<file path="src/rtl/hub75_scan_driver.sv">
// HUB75 panel scan driver: reads RGB pixel pairs from the framebuffer, shifts
// them into the panel, latches each row and shows it for a BCM-weighted time.
// Also owns the front/back framebuffer swap, which only happens at a frame end.
module hub75_scan_driver #(
  parameter int N_ROWS_MAX       = 64,
  parameter int N_COLS_MAX       = 256,
  parameter int BITDEPTH_MAX     = 8,
  parameter int CTRL_REG_WIDTH   = 32,
  parameter int MEM_R_ADDR_WIDTH = $clog2(N_ROWS_MAX*N_COLS_MAX)-1,
  parameter int ROW_ADDR_WIDTH   = $clog2(N_ROWS_MAX/2)
) (
  input  logic                              clk,
  input  logic                              rst_n,
  input  logic                              enable,
  input  logic [CTRL_REG_WIDTH-1:0]         ctrl_n_rows,
  input  logic [CTRL_REG_WIDTH-1:0]         ctrl_n_cols,
  input  logic [CTRL_REG_WIDTH-1:0]         ctrl_bitdepth,
  input  logic [CTRL_REG_WIDTH-1:0]         ctrl_oe_base,
  input  logic                              swap_req,
  output logic                              swap_ack,
  output logic                              frame_done,
  output logic                              fb_r_en,
  output logic                              fb_r_buffer,
  output logic [MEM_R_ADDR_WIDTH-1:0]       fb_r_addr,
  output logic [$clog2(BITDEPTH_MAX)-1:0]   fb_r_bit,
  input  logic [5:0]                        fb_r_dout,
  output logic [5:0]                        hub75_rgb,
  output logic                              hub75_clk,
  output logic                              hub75_lat,
  output logic                              hub75_oe_n,
  output logic [ROW_ADDR_WIDTH-1:0]         hub75_addr
);

  localparam int BIT_W  = $clog2(BITDEPTH_MAX);
  localparam int BD_W   = $clog2(BITDEPTH_MAX+1);
  localparam int COL_W  = $clog2(N_COLS_MAX+1);
  localparam int SHC_W  = COL_W+1;
  localparam int HROW_W = $clog2(N_ROWS_MAX/2+1);
  localparam int DISP_W = CTRL_REG_WIDTH+BITDEPTH_MAX;

  typedef enum logic [1:0] {S_IDLE, S_SHIFT, S_LATCH, S_DISPLAY} state_t;

  state_t                      state_q, state_d;
  logic [SHC_W-1:0]            sc_q, sc_d;
  logic [DISP_W-1:0]           disp_q, disp_d;
  logic [ROW_ADDR_WIDTH-1:0]   row_q, row_d;
  logic [BIT_W-1:0]            bit_q, bit_d;
  logic [MEM_R_ADDR_WIDTH-1:0] row_base_q, row_base_d;
  logic [COL_W-1:0]            cols_q, cols_c;
  logic [HROW_W-1:0]           hrows_q, hrows_c;
  logic [BD_W-1:0]             bd_q, bd_c;
  logic [CTRL_REG_WIDTH-1:0]   oe_base_q;
  logic                        buf_q, buf_d;
  logic                        pend_q, pend_d;
  logic                        frame_done_q, frame_done_d;
  logic                        swap_ack_q, swap_ack_d;
  logic [5:0]                  rgb_q, rgb_d;
  logic                        clk_q, clk_d;
  logic                        lat_q, lat_d;
  logic                        oe_n_q, oe_n_d;
  logic [ROW_ADDR_WIDTH-1:0]   addr_q, addr_d;

  logic                        ctrl_ok;
  logic                        capture;
  logic                        plane_end;
  logic                        last_bit;
  logic                        last_row;
  logic                        shift_last;
  logic [DISP_W-1:0]           oe_time;

  // Clamp the live control inputs into the ranges the scan counters support
  always_comb begin
    ctrl_ok = (ctrl_n_cols != '0) && (ctrl_n_rows >= CTRL_REG_WIDTH'(2));
    bd_c    = BD_W'(ctrl_bitdepth);
    if (ctrl_bitdepth == '0)
      bd_c = BD_W'(1);
    else if (ctrl_bitdepth > CTRL_REG_WIDTH'(BITDEPTH_MAX))
      bd_c = BD_W'(BITDEPTH_MAX);
    cols_c = COL_W'(ctrl_n_cols);
    if (ctrl_n_cols > CTRL_REG_WIDTH'(N_COLS_MAX))
      cols_c = COL_W'(N_COLS_MAX);
    hrows_c = HROW_W'(ctrl_n_rows >> 1);
    if (ctrl_n_rows > CTRL_REG_WIDTH'(N_ROWS_MAX))
      hrows_c = HROW_W'(N_ROWS_MAX/2);
  end

  assign shift_last = (sc_q == {cols_q, 1'b0});
  assign oe_time    = DISP_W'(oe_base_q) << bit_q;

  // Next-state logic: scan sequencing, BCM timing, swap handling, panel outputs
  always_comb begin
    state_d      = state_q;
    sc_d         = sc_q;
    disp_d       = disp_q;
    row_d        = row_q;
    bit_d        = bit_q;
    row_base_d   = row_base_q;
    buf_d        = buf_q;
    pend_d       = pend_q | swap_req;
    frame_done_d = 1'b0;
    swap_ack_d   = 1'b0;
    rgb_d        = rgb_q;
    clk_d        = 1'b0;
    addr_d       = addr_q;
    capture      = 1'b0;
    plane_end    = 1'b0;
    last_bit     = (BD_W'(bit_q) == bd_q - BD_W'(1));
    last_row     = (HROW_W'(row_q) == hrows_q - HROW_W'(1));

    unique case (state_q)
      S_IDLE: begin
        row_d      = '0;
        bit_d      = '0;
        row_base_d = '0;
        sc_d       = '0;
        if (enable && ctrl_ok) begin
          capture = 1'b1;
          state_d = S_SHIFT;
        end
      end
      S_SHIFT: begin
        // Cycle 0 fills the read latency; odd cycles present data with the
        // panel clock low, the following even cycle raises the clock.
        sc_d  = sc_q + SHC_W'(1);
        clk_d = sc_q[0];
        if (sc_q[0])
          rgb_d = fb_r_dout;
        if (shift_last) begin
          sc_d    = '0;
          state_d = S_LATCH;
        end
      end
      S_LATCH: begin
        if (oe_time == '0) begin
          plane_end = 1'b1;
        end else begin
          state_d = S_DISPLAY;
          disp_d  = oe_time - DISP_W'(1);
        end
      end
      S_DISPLAY: begin
        if (disp_q == '0)
          plane_end = 1'b1;
        else
          disp_d = disp_q - DISP_W'(1);
      end
      default: state_d = S_IDLE;
    endcase

    if (plane_end) begin
      if (last_bit && last_row) begin
        frame_done_d = 1'b1;
        row_d        = '0;
        bit_d        = '0;
        row_base_d   = '0;
        capture      = 1'b1;
        if (pend_d) begin
          buf_d      = ~buf_q;
          swap_ack_d = 1'b1;
          pend_d     = 1'b0;
        end
        state_d = (enable && ctrl_ok) ? S_SHIFT : S_IDLE;
      end else if (!enable) begin
        state_d    = S_IDLE;
        row_d      = '0;
        bit_d      = '0;
        row_base_d = '0;
      end else begin
        state_d = S_SHIFT;
        if (last_bit) begin
          bit_d      = '0;
          row_d      = row_q + ROW_ADDR_WIDTH'(1);
          row_base_d = row_base_q + MEM_R_ADDR_WIDTH'(cols_q);
        end else begin
          bit_d = bit_q + BIT_W'(1);
        end
      end
    end

    lat_d  = (state_d == S_LATCH);
    oe_n_d = (state_d != S_DISPLAY);
    if (state_d == S_LATCH)
      addr_d = row_q;
  end

  // State and output registers
  always_ff @(posedge clk or negedge rst_n) begin
    if (!rst_n) begin
      state_q      <= S_IDLE;
      sc_q         <= '0;
      disp_q       <= '0;
      row_q        <= '0;
      bit_q        <= '0;
      row_base_q   <= '0;
      cols_q       <= '0;
      hrows_q      <= '0;
      bd_q         <= BD_W'(1);
      oe_base_q    <= '0;
      buf_q        <= 1'b0;
      pend_q       <= 1'b0;
      frame_done_q <= 1'b0;
      swap_ack_q   <= 1'b0;
      rgb_q        <= '0;
      clk_q        <= 1'b0;
      lat_q        <= 1'b0;
      oe_n_q       <= 1'b1;
      addr_q       <= '0;
    end else begin
      state_q      <= state_d;
      sc_q         <= sc_d;
      disp_q       <= disp_d;
      row_q        <= row_d;
      bit_q        <= bit_d;
      row_base_q   <= row_base_d;
      buf_q        <= buf_d;
      pend_q       <= pend_d;
      frame_done_q <= frame_done_d;
      swap_ack_q   <= swap_ack_d;
      rgb_q        <= rgb_d;
      clk_q        <= clk_d;
      lat_q        <= lat_d;
      oe_n_q       <= oe_n_d;
      addr_q       <= addr_d;
      if (capture) begin
        cols_q    <= cols_c;
        hrows_q   <= hrows_c;
        bd_q      <= bd_c;
        oe_base_q <= ctrl_oe_base;
      end
    end
  end

  assign fb_r_en     = (state_q == S_SHIFT) && !sc_q[0] && !shift_last;
  assign fb_r_addr   = fb_r_en ? (row_base_q + MEM_R_ADDR_WIDTH'(sc_q[SHC_W-1:1])) : '0;
  assign fb_r_bit    = bit_q;
  assign fb_r_buffer = buf_q;
  // Read data arrives on odd shift cycles; pass it straight through so it is
  // already stable on the cycle before the panel clock rises, then hold it.
  assign hub75_rgb   = ((state_q == S_SHIFT) && sc_q[0]) ? fb_r_dout : rgb_q;
  assign hub75_clk   = clk_q;
  assign hub75_lat   = lat_q;
  assign hub75_oe_n  = oe_n_q;
  assign hub75_addr  = addr_q;
  assign frame_done  = frame_done_q;
  assign swap_ack    = swap_ack_q;

endmodule

</file>
<file path="config.mk">
export PLATFORM = sky130hd
export DESIGN_NAME = hub75_scan_driver
export DESIGN_NICKNAME = d
export VERILOG_FILES = /design/src/rtl/hub75_scan_driver.sv
export SDC_FILE = /design/constraint.sdc
export NUM_CORES = 1
export LEC_CHECK = 0
export BUFFER_PORTS_ARGS = -buffer_cell sky130_fd_sc_hd__buf_2
export CAP_MARGIN = 20
export CORE_MARGIN = 3
export CORE_UTILIZATION = 50
export DETAILED_ROUTE_END_ITERATION = 16
export GPL_ROUTABILITY_DRIVEN = 1
export PLACE_DENSITY = 0.7
export SETUP_SLACK_MARGIN = 0.02
export SLEW_MARGIN = 20
export SYNTH_ARGS = -nofsm -noshare
export SYNTH_HDL_FRONTEND = slang
export SYNTH_SLANG_ARGS = --single-unit
</file>
<file path="constraint.sdc">
create_clock -name clk -period 5.6 [get_ports clk]
set_clock_uncertainty 0.05 [all_clocks]
set_input_delay 0.28 -clock clk [delete_from_list [all_inputs] [get_ports clk]]
set_output_delay 0.28 -clock clk [all_outputs]
set_load 0.005 [all_outputs]
</file>
After elaboration in Yosys (flattened, before gate mapping)
Index checks and enable logic that the tools add are counted.
W data, S select, Z words.

storage, ports and cells
  flip-flop bits (word level) = 142
  input bits = 138
  output and inout bits = 34
  logic and storage cells = 113

operators by class
  add/subtract/negate cells = 9
  $lt $le $gt $ge = 4
  equal/unequal tests = 10
  shifts and indexed selects = 1
  muxes and demuxes = 49
  bitwise operators = 2
  reduce and logical (&&, ||, !) cells = 19

operator list
  kind                     number
  $logic_not A40 Y1        2
  $mux W40                 2
  $pmux W40 S2             1
  $sub A40 B1 Y40 const B  2
  $mux W13                 6
  $shl A32 B3 Y40          1
  $ge A32 B2 Y1 const B    1
  $gt A32 B4 Y1 const B    1
  $gt A32 B7 Y1 const B    1
  $gt A32 B9 Y1 const B    1
  $logic_not A32 Y1        1
  $reduce_bool A32 Y1      1
  $add A13 B9 Y13          2
  $mux W5                  5
  $pmux W10 S2             1
  $mux W1                  17
  $mux W3                  5
  $mux W6                  2
  $add A10 B1 Y10 const B  1
  $eq A10 B10 Y1           1
  $mux W10                 1
  $mux W9                  1
  $mux W2                  4
  $mux W4                  2
  other kinds (19)         32

Longest topological paths before layout
  depth after elaboration = 7
  mapped depth = 15
  mapped depth without buffers = 12

Worst setup path before layout
No wires, ideal clock.

  kind = reg2reg
  from = reg state_q[1]
  to = reg disp_q[36]
  setup time = 0.125 ns
  arrival time = 3.506 ns
  required time = 5.425 ns
  setup slack = 1.919 ns
  cell stages (with the launch flop) = 16
  clock period less this slack = 3.681 ns
  cell sequence = dfrtp_1 -> clkbuf_1 -> and2_1 -> clkbuf_1 -> buf_1 -> clkbuf_1 -> nor4_1 -> a21oi_1 -> ha_1 -> o311a_1 -> nor4bb_1 -> and4_1 -> and2_1 -> nand3_1 -> xnor2_1 -> mux2_2

between the ends
  cells in the longest elaborated chain, start to end = 3

RTL lines
  element                                                                     RTL line  RTL
  start: declaration                                                          43        state_t state_q, state_d;
  start signal: assignment                                                    209       state_q <= state_d;
  $eq A2 B2 Y1                                                                110       unique case (state_q)
  $ne A2 B2 Y1 (no source line) / $reduce_bool A2 Y1 (equally long branches)  --
  $reduce_and A3 Y1 (no source line)                                          --
  end signal: assignment                                                      211       disp_q <= disp_d;
  end: declaration                                                            45        logic [DISP_W-1:0] disp_q, disp_d;

Parallel ways exist; a longest one is shown, timed or not.
A chain may end at the register's enable or synchronous reset.

Final worst setup path
  from = reg bit_q[0] (netlist: fb_r_bit[0])
  to = reg oe_base_q[10]

between the ends
  cells in the longest elaborated chain, start to end = 5

RTL lines
  element                   RTL line  RTL
  start: declaration        47        logic [BIT_W-1:0] bit_q, bit_d;
  start signal: assignment  213       bit_q <= bit_d;
  $shl A32 B3 Y40           88        assign oe_time = DISP_W'(oe_base_q) << bit_q;
  $logic_not A40 Y1         134       if (oe_time == '0) begin
  $mux W1                   134
  $pmux W1 S2               110
  $mux W1 (*)               150       if (plane_end) begin
  end signal: assignment    228       oe_base_q <= ctrl_oe_base;
  end: declaration          52        logic [CTRL_REG_WIDTH-1:0] oe_base_q;

Mark *: on every way between the ends. The rest lies on a longest branch, timed or not.

==> flow_summary.json <==
{
  "groute.layer.met3.usage_pct": 6.098,
  "cts-root-to-sink-buffers": 2,
  "maxSlewHeadroom_pct": 37.42,
  "worst-setup-path-type": "reg -> reg",
  "synth_fp_nets": 1319,
  "synthesized_area_per_cell_um2": 9.186,
  "synthToLayoutAreaGrowth_pct": 15.59,
  "routed_via_density": 6.223,
  "router_iterations_before_antenna_repair": 9,
  "synth-warning-count": 0,
  "multi_input_area_mm2": 0.006621,
  "number_of_i_o_pins": 172,
  "yosys.area_share.xor_xnor_pct": 5.283,
  "most-common-layout-cells": "170 x sky130_fd_sc_hd__buf_2, 138 x sky130_fd_sc_hd__dfrtp_1, 134 x sky130_fd_sc_hd__nand2_1, 104 x sky130_fd_sc_hd__nor2_1, 68 x sky130_fd_sc_hd__a21oi_1",
  "htreeDepth": 4,
  "ff2ff_path_depth": 10,
  "routed_wl_um": 32920,
  "synth-seq-area-share_pct": 33.51,
  "cts_tree": "yes",
  "die_height_um": 151.7,
  "layout.area.seq_mm2": 0.003561,
  "fin_hold_ws_ps": 9.081,
  "final_nets": 1465,
  "initial_utilization_pct": 51.61,
  "yosys-mux-area-fraction_pct": 16.42,
  "insertion_delay_ps": 430,
  "grt_util_met2_pct": 49.09,
  "rsz_0062_raised_after_global_routing": "false",
  "synth_top_family_by_area": "simple AND/OR/NAND/NOR gates",
  "globalRouteTotalUtil_pct": 28.88,
  "routed-via-count": 9857,
  "worstSetupEndpoint": "oe_base_q[10]",
  "power_per_cell_area_mw_per_mm2": 371.8,
  "wire_per_inst_um": 20.78,
  "peakVddDrop_mv": 0.1917,
  "timing.critical_path.required_ps": 5860,
  "period_needed_ps": 4603,
  "max_capacitance_violation_count": 0,
  "synth-adder-area-share_pct": 3.208,
  "worstReg2RegEnd": "oe_base_q[10]",
  "ys_types": 90,
  "detailedRoute.firstIterationViolations": 955,
  "grt_max_degree": 88,
  "r2r_startpoint": "fb_r_bit[0]",
  "predominant_post_synthesis_flop_cell": "sky130_fd_sc_hd__dfrtp_1",
  "antenna_found_initial": 5,
  "final_max_slew_viols": 0,
  "dp_hpwl_um": 24410,
  "min_period_over_period_pct": 82.20,
  "holdBufCountCts": 1,
  "globalRoute.busiestLayer": "met2",
  "report.power.total_uw": 4560,
  "final_util_pct": 59.65,
  "met1_usage_pct": 36.04,
  "clock_root_buffer": "sky130_fd_sc_hd__clkbuf_16",
  "regToRegSetupSlack_ps": 1000,
  "crit_path_start": "fb_r_bit[0]",
  "synth-edff-count": 0,
  "timing.final.hold_violations": 0,
  "overflow": 0,
  "dieWidth_um": 151.7,
  "residual_antenna_violating_net_count_after_detailed_routing": 0,
  "coreArea_mm2": 0.02056,
  "floorplan.rows": 52,
  "grt_pass1_vias": 9633,
  "cp-end-kind": "flop",
  "synth.cell_area_mm2": 0.01061,
  "final_weighted_congestion_in_routability_driven_placement": 0.9482,
  "syn_inst": 1155,
  "wire_length_of_the_first_global_routing_pass_um": 51700,
  "synth-compound-area-share_pct": 15.38,
  "fillerInstances": 1814,
  "cts_setup_buffers": 0,
  "proportion_of_layout_cells_with_a_drive_suffix_above_1_pct": 24.83,
  "cts_resized": 0,
  "die_area_mm2": 0.02300,
  "drcViolationCount": 0,
  "worstHoldPathType": "in -> reg",
  "run_status": "complete, no violations",
  "cts-buffers-inserted": 17,
  "achievable_frequency_mhz": 217.3,
  "leakage_uw": 0.005304,
  "finalSetupViolCount": 0,
  "tightestPinTransition_ps": 938.6,
  "yosys_register_bits": 142,
  "worst_setup_hold_path_clk_slew_ps": 60,
  "critPathLaunchType": "flop",
  "synth_simple_gate_area_share_pct": 21.88,
  "worstPathArrival_ps": 4860,
  "ys_async_sr_fraction_pct": 100.0,
  "worst-path-max-fanout": 49,
  "cts.sinks": 142,
  "port_buffers": 171,
  "fin_tns_setup_ps": 0,
  "most_common_cell_after_layout_fill_and_taps_aside": "sky130_fd_sc_hd__buf_2"
}
==> synthesized netlist by cell type, types with 8 or more instances <==
cell type | instances | share of area (%)
sky130_fd_sc_hd__nand3_1 | 26 | 1.2
sky130_fd_sc_hd__o22ai_1 | 8 | 0.47
sky130_fd_sc_hd__nor4_1 | 46 | 2.7
sky130_fd_sc_hd__a21o_1 | 9 | 0.64
sky130_fd_sc_hd__a22o_1 | 8 | 0.66
sky130_fd_sc_hd__nor2_1 | 104 | 3.7
sky130_fd_sc_hd__mux2i_1 | 27 | 2.5
sky130_fd_sc_hd__inv_1 | 33 | 1.2
sky130_fd_sc_hd__mux4_1 | 11 | 2.7
sky130_fd_sc_hd__o21ai_0 | 61 | 2.9
sky130_fd_sc_hd__and2_1 | 11 | 0.65
sky130_fd_sc_hd__nor3_1 | 35 | 1.7
sky130_fd_sc_hd__nand2_1 | 134 | 4.7
sky130_fd_sc_hd__or3_1 | 10 | 0.59
sky130_fd_sc_hd__nand4_1 | 17 | 1.0
sky130_fd_sc_hd__mux4_2 | 18 | 3.8
sky130_fd_sc_hd__a21oi_1 | 68 | 3.2
sky130_fd_sc_hd__mux2_2 | 52 | 5.5
sky130_fd_sc_hd__xnor2_1 | 29 | 2.4
sky130_fd_sc_hd__nor3b_1 | 8 | 0.57
sky130_fd_sc_hd__a211oi_1 | 9 | 0.64
sky130_fd_sc_hd__nand2b_1 | 8 | 0.47
sky130_fd_sc_hd__ha_1 | 24 | 2.8
sky130_fd_sc_hd__xor2_1 | 35 | 2.9
sky130_fd_sc_hd__nand3b_1 | 13 | 0.92
sky130_fd_sc_hd__mux2_4 | 12 | 1.7
sky130_fd_sc_hd__dfrtp_1 | 140 | 33
sky130_fd_sc_hd__buf_2 | 17 | 0.80
sky130_fd_sc_hd__clkbuf_1 | 30 | 1.1
sky130_fd_sc_hd__and3_1 | 14 | 0.83
==> logic make-up after synthesis <==
family                   count (synthesis)
AO/OA/AOI/OAI                          244
XOR/XNOR                                64
adder cells (fa/ha/maj)                 26
buffers and inverters                   96
flip-flops                             142
multiplexers                           121
AND/OR/NAND/NOR                        462
==> per-layer routing <==
| layer | vias to the layer above | routed length (um) |
|---|---|---|
| met5 | - | 61 |
| met3 | 95 | 2663 |
| li1 | 4562 | - |
| met1 | 4698 | 12800 |
| met2 | 494 | 16220 |
| met4 | 8 | 1178 |
==> critical path: stages, from the launching register on <==
cell and delay, ps:
sky130_fd_sc_hd__dfrtp_2 770, sky130_fd_sc_hd__buf_4 520, sky130_fd_sc_hd__mux2i_1 440, sky130_fd_sc_hd__nor2_1 80, sky130_fd_sc_hd__a2111oi_0 450, sky130_fd_sc_hd__nand4_1 230, sky130_fd_sc_hd__a2111oi_4 620, sky130_fd_sc_hd__a41oi_4 260
sky130_fd_sc_hd__a2bb2oi_4 260, sky130_fd_sc_hd__buf_4 360, sky130_fd_sc_hd__mux2_4 380
==> final cells by class <==
| class | count | share of cell area, % |
|---|---|---|
| clock inverters | 10 | 1.336 |
| inverters | 34 | 1.041 |
| clock buffers | 21 | 3.673 |
| flip-flops and latches | 142 | 29.03 |
| repair buffers | 189 | 8.151 |
| diodes | 1 | 0.02040 |
| well taps | 270 | 2.755 |
| multi-input cells | 917 | 53.99 |
==> power by group <==
part | switching (uW) | internal, uW
sequential | 569 | 1300
combinational | 741 | 738
clock | 455 | 755
total | 1760 | 2800
==> state kept, by name, summed over array words and instances (netlist names), 2 cells and up <==
name and cells:
cols_q 9, hub75_addr 5, oe_base_q 32, fb_r_bit 3, row_q 5, row_base_q 13
hrows_q 6, sc_q 10, rgb_q 6, disp_q 40, state_q 2, bd_q 4
==> worst min path at each step <==
stage               slack, ps            end         start  cells after the start
global route               20       rgb_q[5]  fb_r_dout[5]                      3
detailed placement        350  oe_base_q[21]         rst_n                      1
CTS                         2       rgb_q[3]  fb_r_dout[3]                      3
global placement          350  oe_base_q[20]         rst_n                      1
finish                      9       rgb_q[3]  fb_r_dout[3]                      3
floorplan                 -70        bd_q[1]         rst_n                      0
==> through the flow <==
step                setup slack [ps]  area [um2]  cells
finish                         997.0       12260   1584
global route                   651.5       12260   1584
CTS                             1026       12260   1583
detailed placement              1043       11640   1551
global placement                1066       11640   1551
floorplan                       1919       10610   1155
Note: power is estimated with default switching activity, not from simulation.
